--- src/rtl/prog_loader_if.sv ---
// prog_loader_if: byte-stream input handshake plus instruction-memory write
// port and processor control outputs of the program loader.
//
// Signals:
//   in_valid / in_data / in_ready  byte stream, transfer when valid & ready
//   mem_we / mem_addr / mem_wdata  instruction memory write port
//   cpu_rst                        active-high processor reset
//   busy / done / err              loader status
//
// Modports:
//   master  stream source and memory/status observer
//   slave   the loader itself
interface prog_loader_if #(
  parameter int ADDR_W = 8
);
  logic              in_valid;
  logic [7:0]        in_data;
  logic              in_ready;
  logic              mem_we;
  logic [ADDR_W-1:0] mem_addr;
  logic [15:0]       mem_wdata;
  logic              cpu_rst;
  logic              busy;
  logic              done;
  logic              err;

  modport master (
    output in_valid, in_data,
    input  in_ready, mem_we, mem_addr, mem_wdata, cpu_rst, busy, done, err
  );

  modport slave (
    input  in_valid, in_data,
    output in_ready, mem_we, mem_addr, mem_wdata, cpu_rst, busy, done, err
  );
endinterface

--- src/rtl/prog_loader.sv ---
// prog_loader: writer side of the processor's instruction memory.
// Accepts a framed byte stream SYNC, COUNT, ADDR, N x (HI, LO) [, CSUM],
// assembles 16-bit words high byte first and writes each one through a
// single write port. The processor is held in reset until a complete image
// has been loaded.
//
// Parameters:
//   ADDR_W     instruction memory address width (pointer wraps mod 2^ADDR_W)
//   SYNC_BYTE  frame start marker
//
// Ports:
//   clk   system clock, rising edge
//   rst   synchronous active-low reset
//   bus   prog_loader_if.slave (stream input, memory write port, status)
//
// Build option:
//   PROG_LOADER_CSUM_EN  when defined, a trailing CSUM byte (XOR of every
//   byte after SYNC) is expected and checked, and err is operative. When
//   undefined, the frame ends after the last LO byte and err is tied to 0.
module prog_loader #(
  parameter int         ADDR_W    = 8,
  parameter logic [7:0] SYNC_BYTE = 8'hA5
) (
  input logic          clk,
  input logic          rst,
  prog_loader_if.slave bus
);

  typedef enum logic [2:0] {
    S_IDLE,
    S_COUNT,
    S_ADDR,
    S_HI,
    S_LO,
    S_CSUM,
    S_DONE
  } state_t;

  state_t            state;
  state_t            state_next;
  logic [8:0]        count;
  logic [ADDR_W-1:0] ptr;
  logic [7:0]        hi;
  logic              cpu_rst_q;
  logic              fire;
  logic              last_word;
  logic              is_sync;

`ifdef PROG_LOADER_CSUM_EN
  logic [7:0]        csum;
  logic              err_q;
  logic              csum_ok;

  assign csum_ok = (bus.in_data == csum);
  assign bus.err = err_q;
`else
  assign bus.err = 1'b0;
`endif

  // Ready is gated by rst so the loader never claims a byte while it is
  // being reset; DONE is the only other cycle in which bytes are refused.
  assign bus.in_ready = rst && (state != S_DONE);
  assign fire         = bus.in_valid && bus.in_ready;
  assign last_word    = (count == 9'd1);
  assign is_sync      = (bus.in_data == SYNC_BYTE);
  assign bus.busy     = (state == S_COUNT) || (state == S_ADDR) ||
                        (state == S_HI)    || (state == S_LO)   ||
                        (state == S_CSUM);
  assign bus.done     = (state == S_DONE);
  assign bus.cpu_rst  = cpu_rst_q;

  always_comb begin
    state_next = state;
    case (state)
      S_IDLE:  if (fire && is_sync) state_next = S_COUNT;
      S_COUNT: if (fire) state_next = S_ADDR;
      S_ADDR:  if (fire) state_next = S_HI;
      S_HI:    if (fire) state_next = S_LO;
`ifdef PROG_LOADER_CSUM_EN
      S_LO:    if (fire) state_next = last_word ? S_CSUM : S_HI;
      S_CSUM:  if (fire) state_next = csum_ok ? S_DONE : S_IDLE;
`else
      S_LO:    if (fire) state_next = last_word ? S_DONE : S_HI;
      S_CSUM:  state_next = S_IDLE;
`endif
      S_DONE:  state_next = S_IDLE;
      default: state_next = S_IDLE;
    endcase
  end

  always_ff @(posedge clk) begin
    if (!rst) begin
      state         <= S_IDLE;
      count         <= 9'd0;
      ptr           <= '0;
      hi            <= 8'd0;
      cpu_rst_q     <= 1'b1;
      bus.mem_we    <= 1'b0;
      bus.mem_addr  <= '0;
      bus.mem_wdata <= 16'd0;
`ifdef PROG_LOADER_CSUM_EN
      csum          <= 8'd0;
      err_q         <= 1'b0;
`endif
    end else begin
      state      <= state_next;
      bus.mem_we <= 1'b0;
      if (fire) begin
        case (state)
          S_IDLE: begin
            if (is_sync) begin
              cpu_rst_q <= 1'b1;
`ifdef PROG_LOADER_CSUM_EN
              csum      <= 8'd0;
              err_q     <= 1'b0;
`endif
            end
          end
          // A COUNT byte of zero stands for a full 256-word image.
          S_COUNT: count <= (bus.in_data == 8'd0) ? 9'd256 : {1'b0, bus.in_data};
          S_ADDR:  ptr   <= ADDR_W'(bus.in_data);
          S_HI:    hi    <= bus.in_data;
          S_LO: begin
            bus.mem_we    <= 1'b1;
            bus.mem_addr  <= ptr;
            bus.mem_wdata <= {hi, bus.in_data};
            ptr           <= ptr + 1'b1;
            count         <= count - 9'd1;
          end
`ifdef PROG_LOADER_CSUM_EN
          S_CSUM:  if (!csum_ok) err_q <= 1'b1;
`endif
          default: ;
        endcase
`ifdef PROG_LOADER_CSUM_EN
        // Running XOR covers COUNT, ADDR and every data byte.
        if ((state == S_COUNT) || (state == S_ADDR) ||
            (state == S_HI) || (state == S_LO))
          csum <= csum ^ bus.in_data;
`endif
      end
      // The processor is released only as the loader enters DONE.
      if (state_next == S_DONE) cpu_rst_q <= 1'b0;
    end
  end

endmodule
--- src/flat_wrapper.sv ---
// flat-port wrapper written by rule: the top's interface ports become plain ports
module prog_loader_flat 
#(
  parameter int         ADDR_W    = 8,
  parameter logic [7:0] SYNC_BYTE = 8'hA5
)
  (clk, rst, bus_in_valid, bus_in_data, bus_in_ready, bus_mem_we, bus_mem_addr, bus_mem_wdata, bus_cpu_rst, bus_busy, bus_done, bus_err);
  prog_loader_if #(.ADDR_W(ADDR_W)) bus_i ();
  input logic clk;
  input logic rst;
  input wire logic [$bits(bus_i.in_valid)-1:0] bus_in_valid;
  input wire logic [$bits(bus_i.in_data)-1:0] bus_in_data;
  output wire logic [$bits(bus_i.in_ready)-1:0] bus_in_ready;
  output wire logic [$bits(bus_i.mem_we)-1:0] bus_mem_we;
  output wire logic [$bits(bus_i.mem_addr)-1:0] bus_mem_addr;
  output wire logic [$bits(bus_i.mem_wdata)-1:0] bus_mem_wdata;
  output wire logic [$bits(bus_i.cpu_rst)-1:0] bus_cpu_rst;
  output wire logic [$bits(bus_i.busy)-1:0] bus_busy;
  output wire logic [$bits(bus_i.done)-1:0] bus_done;
  output wire logic [$bits(bus_i.err)-1:0] bus_err;
  assign bus_i.in_valid = bus_in_valid;
  assign bus_i.in_data = bus_in_data;
  assign bus_in_ready = bus_i.in_ready;
  assign bus_mem_we = bus_i.mem_we;
  assign bus_mem_addr = bus_i.mem_addr;
  assign bus_mem_wdata = bus_i.mem_wdata;
  assign bus_cpu_rst = bus_i.cpu_rst;
  assign bus_busy = bus_i.busy;
  assign bus_done = bus_i.done;
  assign bus_err = bus_i.err;
  prog_loader #(.ADDR_W(ADDR_W), .SYNC_BYTE(SYNC_BYTE)) u_core (.clk(clk), .rst(rst), .bus(bus_i));
endmodule
--- config.mk ---
export PLATFORM = sky130hd
export DESIGN_NAME = prog_loader_flat
export DESIGN_NICKNAME = d
export VERILOG_FILES = /design/src/rtl/prog_loader_if.sv /design/src/rtl/prog_loader.sv /design/src/flat_wrapper.sv
export SDC_FILE = /design/constraint.sdc
export NUM_CORES = 1
export LEC_CHECK = 0
export ABC_CLOCK_PERIOD_IN_PS = 3030
export CORE_MARGIN = 8
export CORE_UTILIZATION = 57
export DETAILED_ROUTE_END_ITERATION = 10
export PLACE_DENSITY = 0.84
export RECOVER_POWER = 100
export SLEW_MARGIN = 20
export SYNTH_ARGS = -nofsm -noshare
export SYNTH_HDL_FRONTEND = slang
export SYNTH_SLANG_ARGS = --single-unit
--- constraint.sdc ---
create_clock -name clk -period 3.03 [get_ports clk]
set_input_delay 0.606 -clock clk [delete_from_list [all_inputs] [get_ports clk]]
set_output_delay 0.606 -clock clk [all_outputs]
set_load 0.005 [all_outputs]
==> summary.md, run 1 <==
| Metric | Value |
|---|---|
| Core area | 0.004294 mm2 |
| Leakage | 0.001128 uW |
| Share of the synthesized netlist area taken by xor and xnor gates | 0.6976% |
| EDFF count, synth | 0 |
| CTS Buf Count | 5 |
| Synth Net Count | 320 |
| Met1 wire length | 2.635 mm |
| Layout Skew | 7.220 ps |
| Post-route ant nets | 0 |
| Pwr Density | 405.6 mW/mm2 |
| Die W | 82.38 um |
| Startpoint Class | input port |
| Hold Path Depth | 2 |
| Largest net degree at the start of global routing | 44 |
| Fmax | 0.3935 GHz |
| Combinational power share | 4.3% |
| RSZ-0062 raised after global routing | no |
| Share of power burned in registers | 59.4% |
| Mapped Area | 0.002511 mm2 |
| Final Util | 68.59% |
| Worst slew pin tran | 911.5 ps |
| CTS resizes | 0 |
| Period utilization | 83.87% |
| Synth Area in Adders | 1.495% |
| Clock Power Share | 36.3% |
| Top Metal Used | met4 |
| Root Driver | clkbuf_8 |
| Endpoints failing setup | 0 |
| Clock Path Buffers | 2 |
| GRT Residual Overflow | 0 |
| Largest family of logic cells by synthesized area | simple AND/OR/NAND/NOR gates |
| Hold Vio Cnt, Final | 0 |
| Multiplexer share of the synthesized area | 4.385% |
| Fraction of layout cells with a size suffix above 1 | 5.970% |
| Seq/Total Area, Yosys | 43.05% |
| NetSw | 277.1 uW |
| CP endpoint kind | flip-flop |
| GRT Total Usage | 18.23% |
| DIE HEIGHT | 82.38 um |
| Syn_area_per_cell | 8.206 um2 |
| Synthesis warning total | 0 |
| Initial antenna violation count | 0 |
| Max IR drop VDD | 291.1 uV |
| Setup CP Type | input port to flip-flop |
| Final WL | 6.170 mm |
| Primary FF master, synth | dfxtp_1 |
| Total setup buffers inserted after CTS | 0 |
| Placer Congestion | 0.8280 |
| HP Class | flip-flop to flip-flop |
| DR pass1 iterations | 4 |
| Commonest non-fill, non-tap cell in the layout | nand2_1 |
| Total Power | 1195 uW |
| Status | finished clean |
| CTS tree | done |
| Antenna Cells | 0 |
| CTS H-tree lvls | 2 |
| First-pass GRT wire length | 9.756 mm |
| Initial DRC count | 231 |
| Remaining DRCs | 0 |
| Die area | 0.006786 mm2 |
| Buffers on Ports | 39 |
| Max Cap Viol | 0 |
| Boundary Pins | 41 |
| # clock sinks | 54 |
| CP Data Required Time | 3240 ps |
| Nets@finish | 348 |
| Fin. max-slew vios | 0 |
| CP max FO | 9 |
| Synth unique cells | 51 |
| Via count | 2290 |
| # fillers | 364 |
| Routed wire per std cell | 15.94 um |
| Reg2reg path depth | 4 |
| Rows | 24 |
| Reg clk slew, reported paths | 100 ps |
| Int Pwr | 917.5 uW |
| Vias in the first global route | 2131 |
| #FFs+latches synth | 54 |
| Sw Ratio | 23.20% |
| Worst-skew pair later-pin latency | 310 ps |
| Metal3 WL | 446 um |
| Initial core utilization | 58.48% |
| Compound-Gate Fraction of Synth Area | 18.49% |
| Post-DR vias/cell | 5.917 |
| Met2 wire len | 3.014 mm |
| Minimum clock period | 2541 ps |
| Worst Path Arrival | 2750 ps |
| Final TNS setup | 0 ps |
| Simple-gate share of the synthesized area | 25.71% |
| Most frequent cells in the layout | 66 x nand2_1, 54 x dfxtp_1, 39 x a21oi_1 |
| Worst hold slack | 457.3 ps |
| Post-Syn Instances | 306 |
| Hpwl dp | 4.143 mm |
| Asr flop ratio synth | 0% |
| Hold buffers post-CTS | 0 |
| Area growth syn-to-layout | 17.29% |
| Rel. slew slack | 38.77% |
## metal layers
| metal | vias to the layer above | track usage (%) |
|---|---|---|
| met5 | - | 0 |
| met3 | 7 | 4.654 |
| li1 | 1131 | - |
| met4 | 0 | 6.140 |
| met2 | 83 | 30.23 |
| met1 | 1069 | 22.42 |
## registers in the layout (all words and copies together), names as in the netlist
name	flops
u_core.bus.mem_wdata	16
u_core.bus.mem_addr	8
u_core.hi	8
u_core.bus.mem_we	1
u_core.bus.cpu_rst	1
u_core.count	9
u_core.state	3
u_core.ptr	8
## area by class of cell
class	instances	area (um2)	share of cell area, %
repair buffers	43	416.7	14.15
clock buffers	6	82.58	2.804
clock inverters	2	17.52	0.5947
flip-flops and latches	54	1081	36.70
inverters	5	20.02	0.6797
well taps	52	65.06	2.209
multi-input cells	225	1262	42.86
## cells in the mapped netlist (2+ instances only)
cell,number,share of area (%)
nand2_1,66,9.9
dfxtp_1,54,43
a21oi_1,39,7.8
nor2_1,21,3.1
o21ai_0,13,2.6
mux2i_1,11,4.4
buf_4,7,2.1
clkbuf_1,7,1.0
buf_2,6,1.2
nor4_1,5,1.2
nand3_1,4,0.80
nor3_1,4,0.80
or3_1,4,1.0
or4_1,4,1.2
a21o_1,3,0.90
a31o_2,3,1.0
a31oi_1,3,0.75
and3_1,3,0.75
ha_1,3,1.5
inv_1,3,0.45
nand4_1,3,0.75
nor2b_1,3,0.75
o21a_1,3,0.90
a311oi_1,2,0.70
and2_1,2,0.50
buf_6,2,0.90
nor3b_1,2,0.60
o21ai_1,2,0.40
xnor2_1,2,0.70
## through the flow
step	cell area, um2	setup slack [ps]	std cells
3_5_place_dp	2865	587.6	379
4_1_cts	2965	604.5	387
6_report	2945	488.6	387
5_1_grt	2945	363.3	387
3_3_place_gp	2865	630.5	379
2_1_floorplan	2511	1151	306
## path summary, 6_finish.rpt
path	startpoint	end	slack [ps]
min	u_core.bus.mem_addr[3]	u_core.bus.mem_addr[3]	460
max	bus_in_valid	u_core.count[7]	490
min reg2reg	u_core.bus.mem_addr[3]	u_core.bus.mem_addr[3]	460
max reg2reg	u_core.state[2]	u_core.ptr[3]	880
## critical path: stages
cell	delay (ps)
dlygate4sd3_1	730
nand2_1	160
nor3_1	770
o21ai_0	200
a31o_2	290
## cells by family after synthesis
group,count (synthesis)
simple gates,130
buf+inv,27
compound gates,78
fa+ha+maj,3
other cells,1
flops,54
mux,11
xor+xnor,2
## power by group through the flow
stage	clock, uW	sequential (uW)	combinational (uW)
after global routing	461	710	54.3
final	434	710	50.9
after detailed placement	0	727	51.5
after floorplan	0	726	24.9
after CTS	437	710	52.1
after global placement	0	727	51.4
No activity file was read; power rests on OpenSTA's default activity.
==> run 2, diff against run 1 <==
--- a/config.mk
+++ b/config.mk
@@ -5,11 +5,11 @@
 export SDC_FILE = /design/constraint.sdc
 export NUM_CORES = 1
 export LEC_CHECK = 0
-export ABC_CLOCK_PERIOD_IN_PS = 3030
+export ABC_CLOCK_PERIOD_IN_PS = 2160
 export CORE_MARGIN = 8
-export CORE_UTILIZATION = 57
+export CORE_UTILIZATION = 48
 export DETAILED_ROUTE_END_ITERATION = 10
-export PLACE_DENSITY = 0.84
+export PLACE_DENSITY = 0.76
 export RECOVER_POWER = 100
 export SLEW_MARGIN = 20
 export SYNTH_ARGS = -nofsm -noshare
==> constraint.sdc (replaced) <==
create_clock -name clk -period 2.16 [get_ports clk]
set_input_delay 0.432 -clock clk [delete_from_list [all_inputs] [get_ports clk]]
set_output_delay 0.432 -clock clk [all_outputs]
set_load 0.005 [all_outputs]
==> run 2 against run 1 <==
- non-clock buffer count grew 22
- global-route usage shrank 0.58 points
- critical path depth shrank 1
- worst setup slack lost 360 ps
- clock-buffer cell count is the same
- sequential share of layout area shrank 2.2 points
- clock skew shrank 2.0 ps
- sequential power grew 40%
- cell count grew 10%
- clock power grew 42%
- critical path type is now flip-flop to primary output
- critical endpoint is now bus_busy
==> summary.md, run 2 (synthesized netlist as in run 1, its figures left out) <==
| Metric | Value |
|---|---|
| Status | finished clean |
| Buffers on Ports | 39 (unchanged) |
| DIE HEIGHT | 88.33 um (+7.2%) |
| Layout Skew | 5.186 ps (-2.034 ps) |
| Endpoints failing setup | 0 (unchanged) |
| Worst hold slack | 453.1 ps (-4.236 ps) |
| Most frequent cells in the layout | 66 x nand2_1, 54 x dfxtp_1, 39 x a21oi_1 |
| CTS H-tree lvls | 2 (unchanged) |
| CP max FO | 12 (+3) |
| Antenna Cells | 0 (unchanged) |
| Die area | 0.007802 mm2 (+15%) |
| First-pass GRT wire length | 10.86 mm (+11%) |
| Total setup buffers inserted after CTS | 0 (unchanged) |
| Hold buffers post-CTS | 0 (unchanged) |
| Hold Vio Cnt, Final | 0 (unchanged) |
| Minimum clock period | 2030 ps |
| Post-route ant nets | 0 (unchanged) |
| Nets@finish | 370 (+6.3%) |
| Hpwl dp | 4.578 mm (+10%) |
| Final Util | 61.69% (-6.9 points) |
| Worst path cell trace | buf_4 > nor3_1 > a21oi_1 > clkdlybuf4s50_1 |
| Crit-path slowest cell | clkdlybuf4s50_1 |
| Pwr Density | 543.7 mW/mm2 (+34%) |
| Final TNS setup | 0 ps (unchanged) |
| Vias in the first global route | 2243 (+5.3%) |
| Largest register FFs | 16 (unchanged) |
| Finished Layout Cells | 427 (+10%) |
| Setup CP Type | flip-flop to primary output |
| HP Class | flip-flop to flip-flop |
| CP Data Required Time | 1730 ps (-1510 ps) |
| Boundary Pins | 41 (unchanged) |
| GRT Residual Overflow | 0 (unchanged) |
| Leakage | 0.001216 uW (+7.8%) |
| Initial core utilization | 49.48% (-9.0 points) |
| Fmax | 0.4927 GHz |
| # clock sinks | 54 (unchanged) |
| Die W | 88.33 um (+7.2%) |
| CTS tree | done |
| CP endpoint kind | primary output |
| Reg clk slew, reported paths | 100 ps (about the same) |
| Largest net degree at the start of global routing | 44 (unchanged) |
| Worst-skew pair later-pin latency | 310 ps (about the same) |
| Initial antenna violation count | 0 (unchanged) |
| Via count | 2360 (+3.1%) |
| CP bufs+invs | 2 (+1) |
| Cell family with most CP delay | buffers and inverters |
| Largest regs | u_core.bus.mem_wdata (16), u_core.count (9) |
| RSZ-0062 raised after global routing | no |
| Post-DR vias/cell | 5.527 (-6.6%) |
| CTS Buf Count | 5 (unchanged) |
| Flop-to-flop setup slack | 220 ps (-660 ps) |
| Commonest non-fill, non-tap cell in the layout | nand2_1 |
| Max IR drop VDD | 391.1 uV (+34%) |
| Max Cap Viol | 0 (unchanged) |
| Fin. max-slew vios | 0 (unchanged) |
| Worst Path Arrival | 1600 ps (-1150 ps) |
| CTS resizes | 1 (+1) |
| Worst slew pin tran | 769.5 ps (-142.0 ps) |
| Remaining DRCs | 0 (unchanged) |
| Dpl cells | 419 (+11%) |
| Largest Register | u_core.bus.mem_wdata |
| Core area | 0.005075 mm2 (+18%) |
| Startpoint Class | flip-flop |
| Root Driver | clkbuf_8 |
| Placer Congestion | 0.8321 (+0.50%) |
| Clock Path Buffers | 2 (unchanged) |
| Period utilization | 93.96% |
| Routed wire per std cell | 15.13 um (-5.1%) |
| Rel. slew slack | 48.70% (+9.9 points) |
| DR pass1 iterations | 4 (unchanged) |
| Area growth syn-to-layout | 24.66% |
| Largest stage delay on the critical path | 520 ps (-250 ps) |
| Rows | 26 (+8.3%) |
| Final WL | 6.462 mm (+4.7%) |
| GRT Total Usage | 17.65% (-0.58 points) |
| Fraction of layout cells with a size suffix above 1 | 11.48% (+5.5 points) |
| Initial DRC count | 199 (-14%) |
-- run 2: cell types whose count changed in the layout (fill, tap and decap cells not counted), sizes merged --
cell | previous run | this run
buf | 3 | 18
clkbuf | 7 | 14
clkdlybuf4s50 | 8 | 11
clkinv | 4 | 2
clkinvlp | 0 | 1
dlygate4sd2 | 0 | 1
dlygate4sd3 | 31 | 27
inv | 3 | 4
-- run 2: layer usage --
layer	global-route usage (%)	wire (um)
met1	21.92	2780
met2	28.51	3074
met3	5.942	544
met4	4.301	62
met5	0	0
-- run 2: report_power, final --
part / switching, uW / leakage [uW] / internal (uW)
Clock: 353 / 0.0000478 / 265
Combinational: 50.3 / 0.000733 / 38.7
Sequential: 0.468 / 0.000435 / 995
-- run 2: tightest hold or removal path, stage by stage, from the launching register on --
cell     delay [ps]
dfxtp_1         320
nand2_1          50
a21oi_1          50
-- run 2: worst paths after layout --
path / start / end / cells after the start
min reg2reg: u_core.bus.mem_addr[3] / u_core.bus.mem_addr[3] / 2
max reg2reg: u_core.state[2] / u_core.bus.mem_wdata[6] / 7
min: u_core.bus.mem_addr[3] / u_core.bus.mem_addr[3] / 2
max: u_core.state[1] / bus_busy / 4
-- run 2: cell type report --
cell class / instances / area, um2
clock buffer: 6 / 82.58
inverter: 5 / 20.02
sequential: 54 / 1081
tap: 70 / 87.58
fill: 477 / 1944
clock inverter: 2 / 16.27
multi-input combinational: 225 / 1279
timing repair buffer: 65 / 564.3
-- run 2: metrics by stage --
stage	worst slack (ps)	total power, uW	instance area [um2]
finish	130.4	1702	3131
global route	38.20	1771	3131
CTS	133.6	1712	3151
detailed placement	-36.22	1110	3053
global placement	-44.01	1108	3053
floorplan	436.7	1054	2511
==> run 3, diff against run 2 <==
--- a/config.mk
+++ b/config.mk
@@ -7,9 +7,10 @@
 export LEC_CHECK = 0
 export ABC_CLOCK_PERIOD_IN_PS = 2160
 export CORE_MARGIN = 8
-export CORE_UTILIZATION = 48
+export CORE_UTILIZATION = 50
+export CTS_BUF_LIST = sky130_fd_sc_hd__clkbuf_4
 export DETAILED_ROUTE_END_ITERATION = 10
-export PLACE_DENSITY = 0.76
+export PLACE_DENSITY = 0.81
 export RECOVER_POWER = 100
 export SLEW_MARGIN = 20
 export SYNTH_ARGS = -nofsm -noshare
==> run 3 against run 2 <==
- routed wire length grew 2.1%
- worst setup slack lost 47 ps
- clock power shrank 26%
- critical path depth is the same
- clock-buffer cell count shrank 1
- cell count shrank 1.6%
- core utilization grew 2.1 points
- critical path type is now input port to primary output
==> summary.md, run 3 (synthesized netlist as in run 1, its figures left out) <==
| Metric | Value |
|---|---|
| Area growth syn-to-layout | 21.52% |
| Leakage | 0.001176 uW (-3.3%) |
| Setup CP Type | input port to primary output |
| Minimum clock period | 2077 ps (+46.90 ps) |
| Reg clk slew, reported paths | 160 ps (+60 ps) |
| Period utilization | 96.13% (+2.2 points) |
| Crit-path slowest cell | clkdlybuf4s50_1 |
| Final TNS setup | 0 ps (unchanged) |
| Core area | 0.004786 mm2 (-5.7%) |
| Startpoint Class | input port |
| Vias in the first global route | 2290 (+2.1%) |
| Initial antenna violation count | 0 (unchanged) |
| Reg area | 0.001082 mm2 (+0.12%) |
| CP Data Required Time | 1730 ps (about the same) |
| Via count | 2383 (+0.97%) |
| CTS Buf Count | 5 (unchanged) |
| GRT Residual Overflow | 0 (unchanged) |
| Final WL | 6.599 mm (+2.1%) |
| # clock sinks | 54 (unchanged) |
| Pre-CTS WS | 80.78 ps (+117.0 ps) |
| Post-route ant nets | 0 (unchanged) |
| Boundary Pins | 41 (unchanged) |
| Largest net degree at the start of global routing | 44 (unchanged) |
| Pwr Density | 504.4 mW/mm2 (-7.2%) |
| Commonest non-fill, non-tap cell in the layout | nand2_1 |
| GRT Total Usage | 18.27% (+0.62 points) |
| Finished Layout Cells | 420 (-1.6%) |
| DR pass1 iterations | 4 (unchanged) |
| Cell mode on critical path | clkdlybuf4s50_1 |
| Fmax | 0.4816 GHz (-2.3%) |
| Status | finished clean |
| Largest Register | u_core.bus.mem_wdata |
| Clock Path Buffers | 2 (unchanged) |
| Initial DRC count | 324 (+63%) |
| Max Cap Viol | 0 (unchanged) |
| Hold buffers post-CTS | 0 (unchanged) |
| Initial core utilization | 52.47% (+3.0 points) |
| Layout Skew | 8.132 ps (+2.946 ps) |
| # fillers | 436 (-8.6%) |
| Nets@finish | 367 (-0.81%) |
| Hpwl dp | 4.617 mm (+0.86%) |
| First-pass GRT wire length | 11.01 mm (+1.3%) |
| Post-route setup slack | 83.50 ps (-46.90 ps) |
| CTS H-tree lvls | 2 (unchanged) |
| Worst slew pin tran | 644.2 ps (-125.3 ps) |
| CTS tree | done |
| Fin area | 0.003052 mm2 (-2.5%) |
| DIE HEIGHT | 86.87 um (-1.7%) |
| Post-DR vias/cell | 5.674 (+2.7%) |
| Buffers on Ports | 39 (unchanged) |
| Die W | 86.87 um (-1.7%) |
| Placer Congestion | 0.8281 (-0.48%) |
| Worst Path Arrival | 1640 ps (+40 ps) |
| Worst path cell trace | clkdlybuf4s50_1 > clkinv_1 > nor2_1 > clkdlybuf4s50_1 |
| Die area | 0.007546 mm2 (-3.3%) |
| Total Power | 1539 uW (-9.6%) |
| Largest regs | u_core.bus.mem_wdata (16), u_core.count (9) |
| Remaining DRCs | 0 (unchanged) |
| RSZ-0062 raised after global routing | no |
| Most frequent cells in the layout | 66 x nand2_1, 53 x dfxtp_1, 39 x a21oi_1 |
| Cell family with most CP delay | buffers and inverters |
| Hold Vio Cnt, Final | 0 (unchanged) |
| Worst-skew pair later-pin latency | 390 ps (+80 ps) |
| CP endpoint kind | primary output |
| Rel. slew slack | 57.06% (+8.4 points) |
| Fin. max-slew vios | 0 (unchanged) |
| Largest register FFs | 16 (unchanged) |
| Dpl cells | 413 (-1.4%) |
| HP Class | flip-flop to flip-flop |
| Antenna Cells | 0 (unchanged) |
| Endpoints failing setup | 0 (unchanged) |
| Fraction of layout cells with a size suffix above 1 | 10.76% (-0.72 points) |
| Max IR drop VDD | 363.5 uV (-7.1%) |
| Area of the multi-input gates | 0.001269 mm2 (-0.78%) |
| CP max FO | 3 (-9) |
| CP bufs+invs | 3 (+1) |
| Dpl cell area | 0.003027 mm2 (-0.86%) |
| Largest stage delay on the critical path | 510 ps (about the same) |
| Root Driver | clkbuf_4 |
| Routed wire per std cell | 15.71 um (+3.8%) |
| Rows | 25 (-3.8%) |
==> run 3: changes by cell type in the layout (fill, tap and decap cells not counted), sizes merged <==
cell	previous run	this run
clkdlybuf4s50	11	12
clkinvlp	1	2
inv	4	3
dlygate4sd2	1	0
clkbuf	14	13
buf	18	15
==> run 3: path summary, 6_finish.rpt <==
kind / startpoint / endpoint / slack [ps] / depth (start not counted)
max: rst / bus_in_ready / 80 / 4
min: u_core.bus.mem_wdata[10] / u_core.bus.mem_wdata[10] / 460 / 2
max reg2reg: u_core.state[0] / u_core.count[8] / 210 / 5
min reg2reg: u_core.bus.mem_wdata[10] / u_core.bus.mem_wdata[10] / 460 / 2
==> run 3: final cells by class <==
cell class,instances,area share (%)
Tap cell,67,2.747
Inverter,5,0.6560
Sequential cell,54,35.47
Clock inverter,2,0.4920
Clock buffer,5,1.230
Multi-Input combinational cell,225,41.57
Timing Repair Buffer,62,17.84
==> run 3: through the flow <==
stage | util, % | hold slack (ps)
final | 63.76 | 461.8
after global routing | 63.76 | 477.6
after CTS | 64.37 | 466.2
after detailed placement | 63.24 | 446.4
after global placement | 63.24 | 439.7
after floorplan | - | 431.5
==> run 3: worst min-delay path, cell delays in order, from the launching register on <==
cell and delay, ps:
dfxtp_1 340, nand2_1 50, a21oi_1 50
==> run 3: repair_timing <==
action                                  in CTS  in global routing
endpoints found under the setup margin       2                  1
setup buffers                                0                  0
resized for setup                            1                  1
==> run 3: routing by layer <==
metal / wire length, um / global-route usage, % / vias up / part of all wire [%]
li1: - / - / 1162 / -
met1: 2801 / 21.27 / 1121 / 42
met2: 3192 / 30.46 / 87 / 48
met3: 497 / 6.132 / 13 / 7.5
met4: 108 / 6.260 / 0 / 1.6
met5: 0 / 0 / - / 0
==> run 3: report_power, final <==
| group | switching, uW | internal (uW) | total (uW) |
|---|---|---|---|
| Sequential | 0.804 | 997 | 998 |
| Clock | 333 | 121 | 454 |
| Combinational | 48.9 | 38.9 | 87.8 |
| Total | 383 | 1160 | 1540 |
